<file path="config.mk">
export PLATFORM = sky130hd
export DESIGN_NAME = gate_truth_table_sequencer_flat
export DESIGN_NICKNAME = d
export VERILOG_FILES = /design/src/rtl/gate_seq_pkg.sv /design/src/rtl/gate_truth_table_sequencer_if.sv /design/src/rtl/boolean_function_unit.sv /design/src/rtl/gate_truth_table_sequencer.sv /design/src/flat_wrapper.sv
export SDC_FILE = /design/constraint.sdc
export NUM_CORES = 1
export LEC_CHECK = 0
export ABC_AREA = 1
export BUFFER_PORTS_ARGS = -buffer_cell sky130_fd_sc_hd__buf_2
export CELL_PAD_IN_SITES_DETAIL_PLACEMENT = 0
export CELL_PAD_IN_SITES_GLOBAL_PLACEMENT = 1
export CORE_UTILIZATION = 37
export CTS_BUF_LIST = sky130_fd_sc_hd__clkbuf_4 sky130_fd_sc_hd__clkbuf_8 sky130_fd_sc_hd__clkbuf_16
export CTS_CLUSTER_DIAMETER = 30
export CTS_CLUSTER_SIZE = 10
export DETAILED_ROUTE_END_ITERATION = 7
export HOLD_SLACK_MARGIN = 0.05
export PLACE_DENSITY = 0.73
export REMOVE_ABC_BUFFERS = 1
export SKIP_LAST_GASP = 1
export SYNTH_ARGS = -nofsm -noshare
export SYNTH_HDL_FRONTEND = slang
export SYNTH_HIERARCHICAL = 1
export SYNTH_SLANG_ARGS = --single-unit
</file>
<file path="constraint.sdc">
create_clock -name CLOCK_50_I -period 1.85 [get_ports CLOCK_50_I]
set_input_delay 0.37 -clock CLOCK_50_I [delete_from_list [all_inputs] [get_ports CLOCK_50_I]]
set_output_delay 0.37 -clock CLOCK_50_I [all_outputs]
set_load 0.005 [all_outputs]
</file>
<file path="src/rtl/gate_seq_pkg.sv">
// Shared types and constants for the gate truth-table sequencer.
package gate_seq_pkg;

  // One truth-table step per second at 50 MHz.
  localparam int unsigned DefaultStepCycles = 50_000_000;

  typedef enum logic [1:0] {
    StIdle = 2'd0,
    StRun  = 2'd1,
    StHold = 2'd2,
    StDone = 2'd3
  } seq_state_e;

  typedef enum logic [2:0] {
    FnAnd2    = 3'd0,
    FnOr2     = 3'd1,
    FnAnd3    = 3'd2,
    FnOr3     = 3'd3,
    FnNand4   = 3'd4,
    FnNor4    = 3'd5,
    FnPairOr  = 3'd6,
    FnPairXor = 3'd7
  } gate_fn_e;

endpackage

</file>
<file path="src/rtl/gate_truth_table_sequencer_if.sv">
// Board-facing buttons, switches and LEDs of the sequencer.
interface gate_truth_table_sequencer_if;
  logic [3:0]  PUSH_BUTTON_N_I;
  logic [17:0] SWITCH_I;
  logic [17:0] LED_RED_O;
  logic [8:0]  LED_GREEN_O;

  // Board / testbench side drives the inputs and watches the LEDs
  modport master (
    output PUSH_BUTTON_N_I,
    output SWITCH_I,
    input  LED_RED_O,
    input  LED_GREEN_O
  );

  // Sequencer side
  modport slave (
    input  PUSH_BUTTON_N_I,
    input  SWITCH_I,
    output LED_RED_O,
    output LED_GREEN_O
  );
endinterface

</file>
<file path="src/rtl/boolean_function_unit.sv">
// Combinational evaluation of the selected gate function on a 4-bit input vector.
module boolean_function_unit
  import gate_seq_pkg::*;
(
  input  gate_fn_e   sel,
  input  logic [3:0] vec,
  output logic       result
);

  // Pair products shared by the two compound functions
  logic lo_pair, hi_pair;
  assign lo_pair = vec[1] & vec[0];
  assign hi_pair = vec[3] & vec[2];

  // Decode the function select
  always_comb begin
    result = 1'b0;
    unique case (sel)
      FnAnd2:    result = lo_pair;
      FnOr2:     result = vec[1] | vec[0];
      FnAnd3:    result = &vec[2:0];
      FnOr3:     result = |vec[2:0];
      FnNand4:   result = ~&vec;
      FnNor4:    result = ~|vec;
      FnPairOr:  result = lo_pair | hi_pair;
      FnPairXor: result = lo_pair ^ hi_pair;
      default:   result = 1'b0;
    endcase
  end

endmodule

</file>
<file path="src/rtl/gate_truth_table_sequencer.sv">
// Steps through all 16 input vectors of a selected gate function, capturing its truth table.
module gate_truth_table_sequencer
  import gate_seq_pkg::*;
#(
  parameter int unsigned STEP_CYCLES = DefaultStepCycles
) (
  input logic                         CLOCK_50_I,
  input logic                         RESET_I,
  gate_truth_table_sequencer_if.slave io
);

  localparam int unsigned       PrescW    = $clog2(STEP_CYCLES);
  localparam logic [PrescW-1:0] PrescLast = PrescW'(STEP_CYCLES - 1);

  logic [1:0]        sync1_q, sync2_q, edge_q, armed_q, flush_q, press;
  logic              start, pause, step, fn_val;
  seq_state_e        state_q, state_d;
  logic [3:0]        index_q, index_d;
  logic [PrescW-1:0] presc_q, presc_d;
  logic [15:0]       table_q, table_d;
  logic [2:0]        sel_q, sel_d;
  logic [2:0]        flags_q;  // {hold, run, done}
  logic              unused_inputs;

  assign unused_inputs = ^{io.PUSH_BUTTON_N_I[3:2], io.SWITCH_I[17:3]};

  // Button synchronisers and falling-edge detectors. A button is only armed once a
  // genuine released sample has passed the synchroniser, so a button held across
  // reset release cannot fire.
  always_ff @(posedge CLOCK_50_I) begin
    if (RESET_I) begin
      sync1_q <= '1;
      sync2_q <= '1;
      edge_q  <= '1;
      flush_q <= '0;
      armed_q <= '0;
    end else begin
      sync1_q <= io.PUSH_BUTTON_N_I[1:0];
      sync2_q <= sync1_q;
      edge_q  <= sync2_q;
      flush_q <= {flush_q[0], 1'b1};
      armed_q <= armed_q | ({2{flush_q[1]}} & sync2_q);
    end
  end

  assign press = armed_q & edge_q & ~sync2_q;
  assign pause = press[1];
  assign start = press[0] & ~press[1];  // PAUSE wins a same-cycle collision

  boolean_function_unit u_bfu (
    .sel    (gate_fn_e'(sel_q)),
    .vec    (index_q),
    .result (fn_val)
  );

  // Sequencer next-state: start/pause handling, prescaler and table capture
  always_comb begin
    state_d = state_q;
    index_d = index_q;
    presc_d = presc_q;
    table_d = table_q;
    sel_d   = sel_q;
    step    = 1'b0;
    unique case (state_q)
      StIdle, StDone: begin
        if (start) begin
          table_d = '0;
          index_d = '0;
          presc_d = '0;
          sel_d   = io.SWITCH_I[2:0];
          state_d = StRun;
        end
      end
      StRun: begin
        if (presc_q == PrescLast) begin
          step    = 1'b1;
          presc_d = '0;
        end else if (!pause) begin
          presc_d = presc_q + 1'b1;
        end
        if (pause) state_d = StHold;
      end
      StHold: begin
        if (pause)      state_d = StRun;
        else if (start) step    = 1'b1;
      end
      default: state_d = StIdle;
    endcase
    if (step) begin
      table_d[index_q] = fn_val;
      // A pause that coincides with the last capture still lands in HOLD
      if (index_q == 4'hF) state_d = pause ? StHold : StDone;
      else                 index_d = index_q + 4'd1;
    end
  end

  // Sequencer state and registered status flags
  always_ff @(posedge CLOCK_50_I) begin
    if (RESET_I) begin
      state_q <= StIdle;
      index_q <= '0;
      presc_q <= '0;
      table_q <= '0;
      sel_q   <= '0;
      flags_q <= '0;
    end else begin
      state_q <= state_d;
      index_q <= index_d;
      presc_q <= presc_d;
      table_q <= table_d;
      sel_q   <= sel_d;
      flags_q <= {state_d == StHold, state_d == StRun, state_d == StDone};
    end
  end

  assign io.LED_RED_O   = {sel_q[1:0], table_q};
  assign io.LED_GREEN_O = {sel_q[2], flags_q, fn_val, index_q};

endmodule

</file>
<file path="src/flat_wrapper.sv">
// flat-port wrapper written by rule: the top's interface ports become plain ports
module gate_truth_table_sequencer_flat import gate_seq_pkg::*;
#(
  parameter int unsigned STEP_CYCLES = DefaultStepCycles
)
  (CLOCK_50_I, RESET_I, io_PUSH_BUTTON_N_I, io_SWITCH_I, io_LED_RED_O, io_LED_GREEN_O);
  gate_truth_table_sequencer_if io_i ();
  input logic CLOCK_50_I;
  input logic RESET_I;
  input wire logic [$bits(io_i.PUSH_BUTTON_N_I)-1:0] io_PUSH_BUTTON_N_I;
  input wire logic [$bits(io_i.SWITCH_I)-1:0] io_SWITCH_I;
  output wire logic [$bits(io_i.LED_RED_O)-1:0] io_LED_RED_O;
  output wire logic [$bits(io_i.LED_GREEN_O)-1:0] io_LED_GREEN_O;
  assign io_i.PUSH_BUTTON_N_I = io_PUSH_BUTTON_N_I;
  assign io_i.SWITCH_I = io_SWITCH_I;
  assign io_LED_RED_O = io_i.LED_RED_O;
  assign io_LED_GREEN_O = io_i.LED_GREEN_O;
  gate_truth_table_sequencer #(.STEP_CYCLES(STEP_CYCLES)) u_core (.CLOCK_50_I(CLOCK_50_I), .RESET_I(RESET_I), .io(io_i));
endmodule
</file>
==> flow_summary.ini <==
[run_status]
status = complete, but fails checks
violations = setup timing

[synthesis]
synth_commonest_cells = 153 x nand2_1, 87 x nor2_1, 70 x inv_1, 64 x dfxtp_1, 58 x nand3_1
synth_seq_area_share_pct = 33.12
avgSynthCellArea_um2 = 6.291
yosys_register_bits = 64
yosysTopAreaCell = dfxtp_1
ys_types = 31
synthesis.area_um2 = 3869
synth-edff-count = 0
postSynthCellCount = 615
synthFlopType = dfxtp_1
synth_warnings = 6
yosys-top-cells-area = dfxtp_1 33%, nand2_1 15%, nor2_1 8.4%, nand3_1 7.5%, inv_1 6.8%
ys_async_sr_fraction_pct = 0
synth_top_area_share_pct = 33.12
synth_most_common_cell = nand2_1

[clocking]
clock_path_buffers = 2
cts_tree = done
htree_levels = 3
clk_pin_slew_ps = 80
numCtsBuffers = 9
cts_sinks = 64
clk_latency_ps = 360
root_buffer = clkbuf_8

[placed_design]
gp_congestion = 0.8053
hpwl_mm = 7.295
post-place-ws_ps = -89.90
place_inst = 784
port_buffers = 33

[critical_path]
cp_max_fo = 3
worstSetupPathType = register to output pin
critPathBufInv = 3
worstPathRequired_ps = 1480
cp_slowest_stage_delay_ps = 330
arrival_ps = 1600
slowest_stage = dfxtp_2
end_kind = output pin
cp-start-kind = register
critPathTopFamily = simple AND/OR/NAND/NOR gates
path_cells = nand2_2 -> inv_2 -> ha_4 -> inv_2 -> nand2_1 -> nand3_1 -> nand2_1 -> nor2_2 -> nor2_2 -> buf_2

[routing]
drt-initial-drc-count = 253
drt-total-wl_mm = 10.94
drt-pass1-iter-count = 4
post-route-drc-count = 0
vias = 4078
wl_per_cell_um = 13.56
drtAntennaViolNets = 0
via_per_inst = 5.053

[floorplan]
num_rows = 36
die_w_um = 104.3
dieArea_um2 = 10870
coreArea_um2 = 9955
io_pins = 51
dieHeight_um = 104.3
start_util_pct = 38.86

[cells_and_area]
fin_util_pct = 48.52
antenna_cells = 0
drive_gt1_share_pct = 21.36
area_growth_pct = 24.84
fin_cells = 807
fin_nets = 702

[grt]
grt_pass1_wl_mm = 17.56
track_usage_pct = 20.01
grt_pass1_vias = 3636
antenna_found_initial = 0
grt_max_degree = 46
gr-total-overflow = 0

[power]
peakVddDrop_mv = 0.3805
cellPowerDensity_nw_per_um2 = 668.1
p_leak_nw = 1.934

[timing]
slew_violations = 0
rsz0062_at_grt = yes
setup_viol = 9
slew-limit-headroom_pct = 68.34
hold_viol = 0
fin_ws_ps = -124.2
post-route-period-util_pct = 106.7
skew_ps = 9.308
fmax_ghz = 0.5065
tightest_slew_ps = 471.2
final.min_clock_period_ps = 1974

[run]
maxCapViolations = 0

[min_path]
holdCritPathClass = input port to register
## worst register-to-register path: cells and delay by family, from the launching register on
family                     cells  cell delay, ps
and+or+nand+nor                7             520
DFF                            1             330
buffers and inverters          4             430
AOI/OAI and AO/OA              2             320
adders and majority gates      1             250
## stage by stage
step	cell area, um2	TNS [ps]	power [W]	hold WS [ps]
2_1_floorplan	3724	-22170	0.001575	388.3
3_3_place_gp	4298	-276.8	0.001673	390.2
3_5_place_dp	4298	-453.7	0.001676	395.3
4_1_cts	4556	-163.6	0.003237	176.1
5_1_grt	4830	-1865	0.003370	177.2
6_report	4830	-353.8	0.003227	199.9
## what timing repair did
action | in CTS | in global routing
resized for setup | 3 | 67
hold buffers | 0 | 0
endpoints found under the setup margin | 26 | 50
buffers inserted | 0 | 6
pin swaps | 2 | 30
gates cloned | 0 | 2
## state kept, by name (all words and copies together) (netlist names)
| signal | flops |
|---|---|
| u_core/presc_q | 26 |
| u_core/sync1_q | 2 |
| u_core/sync2_q | 2 |
| u_core/sel_q | 3 |
| u_core/state_q | 2 |
| u_core/flags_q | 3 |
| u_core/index_q | 4 |
| u_core/armed_q | 2 |
| u_core/flush_q | 2 |
| u_core/edge_q | 2 |
| u_core/table_q | 16 |
## cell type report
cell class                      count  area, um2
Clock buffer                        9      123.9
Multi-Input combinational cell    453       2341
Clock inverter                      7      125.1
Timing Repair inverter              1      7.507
Tap cell                          133      166.4
Fill cell                        1018       5125
Sequential cell                    64       1291
Inverter                           72      270.3
Timing Repair Buffer               68      504.2
## cells in the final DEF (no fill, tap or decap), drive strengths merged
master	n
nor3b	1
inv	75
and2	1
bufinv	3
nand2	160
clkbuf	10
clkinv	1
o21ai	34
nor3	10
o21bai	2
buf	67
or2	5
clkinvlp	1
o21a	1
xor2	3
dfxtp	64
a21boi	1
nor2	91
ha	9
a21oi	41
nand3	62
nand4	31
nand3b	1
## path summary, 6_finish.rpt
kind	endpoint	cells past startpoint	slack, ps	from
worst max-delay path	io_LED_GREEN_O[4]	10	-120	u_core/index_q[1]
worst min-delay path	u_core/sync1_q[1]	2	200	io_PUSH_BUTTON_N_I[1]
worst max register to register	u_core/table_q[9]	14	-50	u_core/index_q[1]
worst min register to register	u_core/flush_q[1]	2	400	u_core/flush_q[0]
## where the power goes
part / internal [W] / switching (W) / leakage (nW)
Clock: 0.000912 / 0.000636 / 0.125
Combinational: 0.000101 / 0.000170 / 1.29
Sequential: 0.00140 / 0.0000117 / 0.521
Total: 0.00241 / 0.000817 / 1.93
## kinds of logic (layout without fill, tap and decap cells)
| kind of cell | Yosys count | count (layout) | synth area share, % |
|---|---|---|---|
| buffers and inverters | 98 | 157 | 10.74 |
| and+or+nand+nor | 362 | 362 | 41.69 |
| DFF | 64 | 64 | 33.12 |
| xor gates and xnor gates | 3 | 3 | 0.6793 |
| adders and majority gates | 9 | 9 | 2.911 |
| AOI/OAI and AO/OA | 79 | 79 | 10.87 |
## routing by layer
metal	routed length, um	up-vias	global-route usage, %
met1	5370	1888	27.31
met2	4950	75	31.86
met5	0	-	0
li1	-	2106	-
met3	527	9	4.574
met4	96	0	4.796
Note: power is estimated with default switching activity, not from simulation.
